--- config.mk ---
export PLATFORM = sky130hd
export DESIGN_NAME = kodirovka
export DESIGN_NICKNAME = d
export VERILOG_FILES = /design/src/rtl/kodirovka.sv
export SDC_FILE = /design/constraint.sdc
export NUM_CORES = 1
export LEC_CHECK = 0
export ABC_AREA = 0
export BUFFER_PORTS_ARGS = -buffer_cell sky130_fd_sc_hd__clkbuf_2
export CAP_MARGIN = 20
export CORE_ASPECT_RATIO = 0.75
export CORE_MARGIN = 2
export CORE_UTILIZATION = 30
export CTS_CLUSTER_DIAMETER = 200
export DETAILED_ROUTE_END_ITERATION = 10
export GPL_TIMING_DRIVEN = 0
export SLEW_MARGIN = 20
export SYNTH_ARGS = -nofsm -noshare
export SYNTH_HDL_FRONTEND = slang
export SYNTH_SLANG_ARGS = --single-unit
--- constraint.sdc ---
create_clock -name clk -period 2.3 [get_ports clk]
set_input_delay 0.46 -clock clk [delete_from_list [all_inputs] [get_ports clk]]
set_output_delay 0.46 -clock clk [all_outputs]
set_load 0.05 [all_outputs]
--- src/rtl/kodirovka.sv ---
// Key-to-byte-sequence encoder: each accepted key request is sent as a short
// byte sequence. Every byte is strobed on peredacha and followed by a quiet gap.
module kodirovka #(
    parameter int STROBE_LEN = 2,
    parameter int GAP        = 25
) (
    input  logic       clk,
    input  logic       Reset_n,
    input  logic [7:0] char_in,
    input  logic       char_valid,
    input  logic       left_cursor,
    input  logic       right_cursor,
    input  logic       Delete,
    input  logic       Enter,
    output logic [7:0] out,
    output logic       peredacha,
    output logic       busy,
    output logic       lost
);

    typedef enum logic [1:0] {
        S_IDLE   = 2'd0,
        S_STROBE = 2'd1,
        S_GAP    = 2'd2
    } state_t;

    localparam logic [2:0] K_DEL   = 3'd0;
    localparam logic [2:0] K_ENTER = 3'd1;
    localparam logic [2:0] K_LEFT  = 3'd2;
    localparam logic [2:0] K_RIGHT = 3'd3;
    localparam logic [2:0] K_CHAR  = 3'd4;

    localparam logic [7:0] STROBE_LAST = 8'(STROBE_LEN - 1);
    localparam logic [7:0] GAP_LAST    = 8'(GAP - 1);

    function automatic logic [7:0] seq_byte(input logic [2:0] key, input logic [1:0] idx,
                                            input logic [7:0] ch);
        logic [7:0] b;
        b = 8'h00;
        case (key)
            K_DEL: begin
                case (idx)
                    2'd0:    b = 8'h1B;
                    2'd1:    b = 8'h5B;
                    2'd2:    b = 8'h33;
                    default: b = 8'h7E;
                endcase
            end
            K_ENTER: b = 8'h0D;
            K_LEFT: begin
                case (idx)
                    2'd0:    b = 8'h1B;
                    2'd1:    b = 8'h5B;
                    default: b = 8'h44;
                endcase
            end
            K_RIGHT: begin
                case (idx)
                    2'd0:    b = 8'h1B;
                    2'd1:    b = 8'h5B;
                    default: b = 8'h43;
                endcase
            end
            K_CHAR:  b = ch;
            default: b = 8'h00;
        endcase
        return b;
    endfunction

    // Index of the final byte, so the 2-bit index stops before it could wrap.
    function automatic logic [1:0] seq_last(input logic [2:0] key);
        logic [1:0] l;
        case (key)
            K_DEL:   l = 2'd3;
            K_LEFT:  l = 2'd2;
            K_RIGHT: l = 2'd2;
            default: l = 2'd0;
        endcase
        return l;
    endfunction

    state_t     state_q, state_d;
    logic [7:0] cnt_q, cnt_d;
    logic [1:0] idx_q, idx_d;
    logic [1:0] last_q, last_d;
    logic [2:0] key_q, key_d;
    logic [7:0] char_q, char_d;
    logic [7:0] out_q, out_d;
    logic       per_q, per_d;
    logic       busy_q, busy_d;
    logic       lost_q, lost_d;

    logic [4:0] req_s;
    logic       any_req_s;
    logic       multi_req_s;
    logic [2:0] win_key_s;
    logic       load_s;

    // Request decode and fixed-priority arbitration.
    always_comb begin
        req_s       = {Delete, Enter, left_cursor, right_cursor, char_valid};
        any_req_s   = |req_s;
        multi_req_s = (req_s & (req_s - 5'd1)) != 5'd0;
        if (Delete)            win_key_s = K_DEL;
        else if (Enter)        win_key_s = K_ENTER;
        else if (left_cursor)  win_key_s = K_LEFT;
        else if (right_cursor) win_key_s = K_RIGHT;
        else                   win_key_s = K_CHAR;
    end

    // Next-state logic: strobe/gap timing and byte sequencing.
    always_comb begin
        state_d = state_q;
        cnt_d   = cnt_q;
        idx_d   = idx_q;
        last_d  = last_q;
        key_d   = key_q;
        char_d  = char_q;
        load_s  = 1'b0;
        case (state_q)
            S_IDLE: begin
                if (any_req_s) begin
                    state_d = S_STROBE;
                    cnt_d   = 8'd0;
                    idx_d   = 2'd0;
                    key_d   = win_key_s;
                    last_d  = seq_last(win_key_s);
                    char_d  = char_in;
                    load_s  = 1'b1;
                end else begin
                    state_d = S_IDLE;
                end
            end
            S_STROBE: begin
                if (cnt_q == STROBE_LAST) begin
                    state_d = S_GAP;
                    cnt_d   = 8'd0;
                end else begin
                    cnt_d = cnt_q + 8'd1;
                end
            end
            S_GAP: begin
                if (cnt_q == GAP_LAST) begin
                    cnt_d = 8'd0;
                    if (idx_q == last_q) begin
                        state_d = S_IDLE;
                    end else begin
                        state_d = S_STROBE;
                        idx_d   = idx_q + 2'd1;
                        load_s  = 1'b1;
                    end
                end else begin
                    cnt_d = cnt_q + 8'd1;
                end
            end
            default: begin
                state_d = S_IDLE;
                cnt_d   = 8'd0;
            end
        endcase
    end

    // Output logic: values the output registers take on the next edge.
    always_comb begin
        if (load_s) out_d = seq_byte(key_d, idx_d, char_d);
        else        out_d = out_q;
        per_d  = (state_d == S_STROBE);
        busy_d = (state_d != S_IDLE);
        if (state_q == S_IDLE) lost_d = multi_req_s;
        else                   lost_d = any_req_s;
    end

    // State and output registers with asynchronous clear.
    always_ff @(posedge clk or negedge Reset_n) begin
        if (!Reset_n) begin
            state_q <= S_IDLE;
            cnt_q   <= 8'd0;
            idx_q   <= 2'd0;
            last_q  <= 2'd0;
            key_q   <= 3'd0;
            char_q  <= 8'd0;
            out_q   <= 8'd0;
            per_q   <= 1'b0;
            busy_q  <= 1'b0;
            lost_q  <= 1'b0;
        end else begin
            state_q <= state_d;
            cnt_q   <= cnt_d;
            idx_q   <= idx_d;
            last_q  <= last_d;
            key_q   <= key_d;
            char_q  <= char_d;
            out_q   <= out_d;
            per_q   <= per_d;
            busy_q  <= busy_d;
            lost_q  <= lost_d;
        end
    end

    assign out       = out_q;
    assign peredacha = per_q;
    assign busy      = busy_q;
    assign lost      = lost_q;

endmodule

# Yosys cells after proc, flatten, opt, wreduce, memory -nomap -nowiden
# Index checks and enable logic that the tools add are counted.
# classes
bitwise_logic,1
n_reduce_logical,9
addsub,3
muxes,31
n_eq_ne,15
# op_table
operator,n
$mux W8,5
$pmux W8 S5,1
$pmux W7 S2,2
$pmux W8 S3,1
$pmux W7 S3,1
$mux W3,6
$eq A3 B2 Y1 const B,4
$mux W2,5
$add A8 B1 Y8 const B,1
$eq A8 B1 Y1 const B,1
$eq A8 B5 Y1 const B,1
$pmux W2 S2,2
$eq A2 B1 Y1 const B,3
$logic_not A3 Y1,2
$mux W1,6
$pmux W2 S3,1
$and A5 B5 Y5,1
$reduce_bool A5 Y1,1
$reduce_or A5 Y1,1
$sub A5 B1 Y5 const B,1
$eq A2 B2 Y1 const B,2
$logic_not A2 Y1,2
$eq A3 B1 Y1 const B,1
$eq A3 B3 Y1 const B,1
7 further kinds,7
# totals
input_bits,15
register_bits,36
out_inout_bits,11
word_cells,69

# Logic depth before layout (Yosys ltp)
# Gate-level depths: netlist of the first run.
# depth
word_depth,8
ltp_mapped,9
depth_no_buf,8

# Least setup slack after synthesis of the first run
# Ideal clock, no wire load.
# synth_path
path_type,input port to flip-flop
start,input Delete
end,register out_q[6] (netlist: out[6])
t_required_ns,2.150
path_buffers,3
t_arrival_ns,2.004
stages,8
setup_slack_ns,0.146
cell_sequence,buf_6 or4_4 o21ai_4 buf_6 a21bo_2 buf_6 o21ai_0 o311ai_0
# synth_between
elab_chain_cells,6
word_cells_on_any_way,22
cone_classes,eq/ne: 6; mux: 13; reduce/logical: 3
# synth_rtl
item,line,source
"start, declared",13,"input logic Delete,"
$reduce_or A5 Y1,102,any_req_s = |req_s;
$mux W2,122,if (any_req_s) begin
$pmux W2 S2,120,case (state_q)
"$eq A2 B2 Y1, or another cell as far along",42,case (idx)
"$pmux W7 S3, or another cell as far along",42,
$pmux W8 S5,40,case (key)
"end signal, assigned",193,out_q <= out_d;
"end, declared",88,"logic [7:0] out_q, out_d;"
# Several ways; a longest one is shown, not always the timed one.
# A chain may end at the register's enable or synchronous reset.

# Final worst setup path of the first run
# layout_path
start,register cnt_q[5]
end,register out_q[3] (netlist: out[3])
# layout_between
elab_chain_cells,6
word_cells_on_any_way,12
cone_classes,eq/ne: 3; mux: 8; reduce/logical: 1
# layout_rtl
item,line,source
"start, declared",83,"logic [7:0] cnt_q, cnt_d;"
"start signal, assigned",188,cnt_q <= cnt_d;
$eq A8 B5 Y1 (*),143,if (cnt_q == GAP_LAST) begin
$mux W2,143,
$pmux W2 S2,120,
"$eq A2 B2 Y1, or another cell as far along",42,
"$pmux W7 S3, or another cell as far along",42,
$pmux W8 S5,40,
# Mark *: on every way between the ends. The rest lies on a longest branch, timed or not.

==> flow_summary_export.csv, run 1 <==
group,metric,value,unit
finish,antennaDiodeCount,0,
drt,vias,1701,
logic_synthesis,synthCells,213,
clocking,clk_pin_slew,0.07,ns
finish,fillerInstances,699,
logic_synthesis,yosysMostFrequentCell,"dfrtp_1",
critical_path,crit_family,"compound AO/OA/AOI/OAI gates",
critical_path,critPathRequiredTime,2.48,ns
clocking,clock_sink_count,36,
finish,seqCellArea,903,sq um
logic_synthesis,ys_top_cells_by_area,"dfrtp_1, ha_1, o21ai_0",
logic_synthesis,ys_warn_count,0,
power_and_ir_drop,peakVddDrop,0.000640,V
clocking,clk_latency,0.29,ns
place,portBuffers,24,
sta,relSlewSlack,40.0,%
critical_path,slowest_delay,0.58,ns
floorplan,fp.dieW,100,microns
global_routing,grt_pass1_wl,8110,microns
logic_synthesis,synth_top_area_cell,"dfrtp_1",
floorplan,row_count,26,
outcome,status,"finished, final reports clean",
logic_synthesis,netlist_area,0.00208,sq mm
drt,drt-initial-drc-count,137,
power_and_ir_drop,p_switching,1.52,mW
clocking,cts_max_path_buffers,2,
critical_path,start_kind,"register",
power_and_ir_drop,swShare,45.5,%
power_and_ir_drop,comb_power_share,55.8,%
drt,route.detailed.drc,0,
critical_path,worstPathArrival,2.35,ns
power_and_ir_drop,internal_power,1.83,mW
logic_synthesis,yosysSeqAreaShare,43.2,%
drt,post_drt_wl_per_cell,14.2,microns
critical_path,cpMaxStageDelayCell,"or4_4",
clocking,cts_tree,"yes",
sta,slew_viol_final,0,
logic_synthesis,synth_commonest_cells,"dfrtp_1, nand2_1, o21ai_0, nor2_1, nand3_1",
worst_hold_path,hp-class,"in2async",
sta,finalSetupTns,0,ns
drt,wirelength,4680,microns
power_and_ir_drop,power_density,1350,mW/mm^2
global_routing,grt_max_degree,37,
critical_path,worst-path-max-fanout,6,
logic_synthesis,avgSynthCellArea,9.79,sq um
place,place_congestion,0.879,
logic_synthesis,syn_nets,235,
floorplan,core,0.00677,sq mm
clocking,htreeDepth,2,
power_and_ir_drop,p_leak,1.05,nW
critical_path,cp_num_buf_inv,0,
sta,max_freq,0.460,GHz
floorplan,dieArea,0.00764,sq mm
finish,area_delta_synth_final,19.2,%
logic_synthesis,ys.flop_type,"dfrtp_1",
power_and_ir_drop,p_clk_share,14.7,%
logic_synthesis,ys_ff_latch,36,
clocking,cts_buffers,5,
finish,multi_input_area,0.00117,sq mm
sta,fin_crit_sh,94.6,%
global_routing,gr-usage-all-layers,13.4,%
global_routing,grt_overflow,0,
critical_path,endpoint_kind,"register",
sta,clock_skew,0.00406,ns
sta,worst_pin_slew,0.900,ns
clocking,cts_hold_buf,0,
logic_synthesis,synthDistinctLibCells,50,
floorplan,ioPinCount,26,
logic_synthesis,synth_top_area_share,43.2,%
floorplan,die_h,76.2,microns
global_routing,antenna_found_initial,0,
sta,setup_viol,0,
logic_synthesis,synth_edf_count,0,
finish,nNetsFinal,267,
drt,ant_nets,0,
power_and_ir_drop,seq_power_share,29.5,%
critical_path,path_cells,"or4_4, o311a_4, a221oi_4, or2b_1, a21oi_1, o31a_1",
drt,via_per_inst,5.17,
drt,firstDrtPassIters,4,
sta,finalCriticalPeriod,2.18,ns
global_routing,grt_pass1_vias,1638,
clocking,cts-root-buf,"clkbuf_8",
run,max_cap_viol_count,0,
sta,hold_viol_final,0,
critical_path,crit_type,"reg2reg",
critical_path,r2r_slack,0.12,ns
floorplan,initial_core_util,30.8,%
logic_synthesis,async_reset_ff_share,100,%
sta,hold_slack,0.282,ns
place,dp_hpwl,3470,microns
sta,final.setup.worst_slack,0.125,ns
place,pre_cts_ws,-0.222,ns
finish,drive_above_1_share,27.3,%
## power groups by stage
stage                     sequential [mW]  clock [mW]  combinational [mW]
after floorplan                      1.28           0                1.09
after global placement               1.00           0                1.78
after detailed placement             1.00           0                1.80
after CTS                           0.992       0.513                1.81
after global routing                 1.03       0.543                2.08
final                               0.990       0.492                1.87
## state kept, by name (all words and copies together), names as in the netlist
register and count:
cnt_q 8, peredacha 1, busy 1, last_q 2, out 8, idx_q 2
state_q 2, lost 1, char_q 8, key_q 3
## layer usage
metal / up-vias / global-route usage, % / part of all wire, %
met1: 818 / 21.7 / 54
li1: 839 / - / -
met4: 0 / 3.70 / 1.0
met2: 39 / 17.0 / 39
met5: - / 0 / 0
met3: 5 / 3.30 / 5.8
## through the flow
stage / power, mW / cell area (sq um) / std cells / utilization [%]
global placement: 2.78 / 2310 / 321 / 34.1
global route: 3.65 / 2480 / 329 / 36.7
detailed placement: 2.80 / 2310 / 321 / 34.1
floorplan: 2.37 / 2080 / 213 / -
finish: 3.35 / 2480 / 329 / 36.7
CTS: 3.31 / 2410 / 328 / 35.6
## final timing paths
path / start / endpoint / depth (start not counted)
worst min-delay path: Reset_n / cnt_q[2] / 1
min in group clk: char_in[4] / char_q[4] / 3
worst min register to register: char_q[1] / char_q[1] / 2
max in group asynchronous: Reset_n / cnt_q[5] / 1
worst max register to register: cnt_q[5] / out[3] / 6
worst max-delay path: cnt_q[5] / out[3] / 6
## area by class of cell
type                       count  area share (%)
buffer                         5            1.81
clock buffer                   7            3.88
inverter                      10            1.51
multi-input combinational    162            47.1
sequential                    36            36.4
tap                           84            4.23
timing repair buffer          25            5.14
## kinds of logic after synthesis
logic type / count (synthesis) / synth area share, %
adder cells (fa/ha/maj): 7 / 4.20
buffers and inverters: 15 / 3.78
AO/OA/AOI/OAI: 62 / 21.8
multiplexers: 11 / 5.58
flip-flops: 36 / 43.2
XOR/XNOR: 2 / 0.840
AND/OR/NAND/NOR: 80 / 20.5
## layout by cell type (no fill, tap or decap), types with 3 or more instances in the layout
master,count
inv_1,10
nand3_1,10
ha_1,6
o21a_1,3
buf_6,3
clkbuf_8,7
a31oi_1,4
nand2b_1,7
dfrtp_1,34
mux2i_1,6
nand2_1,22
mux2_2,5
o31ai_1,6
a21oi_1,9
clkbuf_2,24
o21ai_0,16
nor2_1,15
nor2b_1,6
## repair_timing
action                     in CTS  in global routing
buffers inserted                0                  1
pin swaps                       0                  4
setup endpoints to repair       7                 12
gates resized for setup         2                 15
(Power assumes the default switching activity.)
==> run 2, diff against run 1 <==
ABC_AREA = 1   (was 0)
==> run 2 against run 1 <==
Compared with the run above: clock power down 8.1%; die area up 4.0%; largest power group is now registers; clock skew up 0.0072 ns; non-clock buffer count down 2; synthesized area up 4.2%; setup slack better by 0.17 ns; clock-buffer cell count down 2; via count up 6.3%.
==> flow_summary_export.csv, run 2 <==
group,metric,value,unit
logic_synthesis,yosysSeqAreaShare,41.5,%
clocking,cts-root-buf,"clkbuf_8",
drt,route.detailed.drc,0,
finish,drive_above_1_share,23.7,%
logic_synthesis,netlist_area,0.00217,sq mm
drt,met2WireLength,1690,microns
power_and_ir_drop,power_density,451,mW/mm^2
sta,clock_skew,0.0113,ns
drt,wirelength,4510,microns
worst_hold_path,hp-class,"in2async",
clocking,postCtsSetupBuffers,0,
logic_synthesis,synthDistinctLibCells,36,
finish,mostFrequentLayoutCell,"nand2_1",
drt,post_drt_wl_per_cell,11.2,microns
logic_synthesis,synthCells,271,
clocking,clk_latency,0.29,ns
sta,finalCriticalPeriod,2.00,ns
clocking,cts_max_path_buffers,2,
critical_path,r2r-start,"state_q[0]",
place,portBuffers,25,
clocking,htreeDepth,2,
run,max_cap_viol_count,0,
floorplan,ioPinCount,26,
floorplan,dieArea,0.00794,sq mm
sta,hold_viol_final,0,
logic_synthesis,ys_warn_count,0,
logic_synthesis,avgSynthCellArea,8.02,sq um
power_and_ir_drop,peakVddDrop,0.000225,V
floorplan,initial_core_util,31.5,%
sta,fin_crit_sh,87.0,%
global_routing,grt_overflow,0,
global_routing,gr-usage-all-layers,12.4,%
place,place_congestion,0.879,
critical_path,endpoint,"out[0]",
critical_path,crit_type,"reg2reg",
finish,antennaDiodeCount,0,
floorplan,die_h,77.7,microns
finish,fillerInstances,739,
critical_path,critPathRequiredTime,2.48,ns
global_routing,antenna_found_initial,0,
drt,drt-initial-drc-count,84,
clocking,clock_sink_count,36,
sta,rsz0062_at_grt,"no",
drt,highest_layer,"met4",
clocking,clk_pin_slew,0.08,ns
floorplan,fp.dieW,102,microns
sta,max_freq,0.500,GHz
finish,area_delta_synth_final,15.4,%
sta,setup_viol,0,
logic_synthesis,synth_commonest_cells,"nand2_1, dfrtp_1, inv_1, nand3_1, nor2_1",
drt,ant_nets,0,
drt,via_per_inst,4.50,
clocking,cts_buffers,5,
global_routing,grt_pass1_vias,1691,
place,dp_hpwl,3440,microns
critical_path,r2r_cells,12,
logic_synthesis,ys.flop_type,"dfrtp_1",
floorplan,row_count,26,
critical_path,worst-path-max-fanout,10,
outcome,status,"finished, final reports clean",
critical_path,endpoint_kind,"register",
critical_path,start_kind,"register",
clocking,cts_hold_buf,0,
clocking,cts_tree,"yes",
floorplan,core,0.00690,sq mm
critical_path,r2r_slack,0.30,ns
logic_synthesis,async_reset_ff_share,100,%
sta,slew_viol_final,0,
finish,nNetsFinal,325,
logic_synthesis,yosysMostFrequentCell,"nand2_1",
drt,met1Wirelength,2580,microns
sta,relSlewSlack,38.6,%
logic_synthesis,synth_top_area_cell,"dfrtp_1",
critical_path,cp-startpoint,"state_q[0]",
finish,layout_common_cells,"nand2_1, dfrtp_1, inv_1",
drt,firstDrtPassIters,4,
clocking,cts-resized-gates,0,
logic_synthesis,ys_ff_latch,36,
logic_synthesis,synth_edf_count,0,
power_and_ir_drop,p_leak,1.28,nW
sta,worst_pin_slew,0.920,ns
critical_path,worstPathArrival,2.18,ns
drt,met3_length,195,microns
critical_path,reg2reg_to,"out[0]",
sta,finalSetupTns,0,ns
logic_synthesis,synth_top_area_share,41.5,%
power_and_ir_drop,power.total,1.13,mW
drt,vias,1809,
global_routing,grt_max_degree,37,
logic_synthesis,syn_nets,293,
logic_synthesis,ys_top_cells_by_area,"dfrtp_1, nand2_1, inv_1",
global_routing,grt_pass1_wl,7780,microns
run 2: logic make-up after synthesis:
family | share of synthesized area [%]
buffers and inverters | 7.49
xor gates and xnor gates | 0.403
adders and majority gates | 4.03
AOI/OAI and AO/OA | 8.99
and+or+nand+nor | 37.6
DFF | 41.5
run 2: how the worst min path moves through the flow:
stage | start | endpoint | slack (ns) | cells after the start
2_1_floorplan | Reset_n | busy | 0.16 | 0
3_3_place_gp | char_q[0] | char_q[0] | 0.47 | 2
3_5_place_dp | char_q[1] | char_q[1] | 0.47 | 2
4_1_cts | Reset_n | cnt_q[1] | 0.32 | 1
5_1_grt | Reset_n | cnt_q[0] | 0.36 | 1
6_report | Reset_n | cnt_q[0] | 0.28 | 1
run 2: layout make-up:
type | count | area, sq um | area share (%)
multi-input cells | 198 | 1110 | 44.2
flip-flops and latches | 36 | 901 | 35.9
inverters | 34 | 128 | 5.09
repair buffers | 25 | 125 | 4.99
well taps | 98 | 123 | 4.89
clock buffers | 5 | 68.8 | 2.74
plain buffers | 3 | 35.0 | 1.40
clock inverters | 3 | 18.8 | 0.749
run 2: power by group:
group	switching, mW	leakage, nW	internal [mW]	total [mW]
combinational	0.0329	0.790	0.0137	0.0466
sequential	0.0000628	0.447	0.633	0.633
clock	0.241	0.0479	0.211	0.452
run 2: metal layers:
layer	vias up	track usage, %
met5	-	0
met1	832	19.1
met3	5	3.69
li1	933	-
met2	39	16.6
met4	0	3.20
run 2: critical path, stage by stage (launching register included):
cell and delay, ns:
dfrtp_1 0.42, inv_1 0.09, ha_1 0.35, buf_6 0.21
nand4_4 0.13, o21ai_2 0.10, nand2_2 0.09, nand2_2 0.10
nand2_2 0.07, nand2_1 0.10, nand3_1 0.10, nand2_1 0.08
nand2_1 0.05
run 2: per-stage QoR:
stage	setup WS, ns	utilization, %	instance area [sq um]	hold slack, ns	instances
2_1_floorplan	0.570	-	2170	0.164	271
3_3_place_gp	0.332	35.1	2420	0.467	394
3_5_place_dp	0.305	35.1	2420	0.467	394
4_1_cts	0.263	36.4	2510	0.321	402
5_1_grt	0.0768	36.4	2510	0.355	402
6_report	0.298	36.4	2510	0.283	402
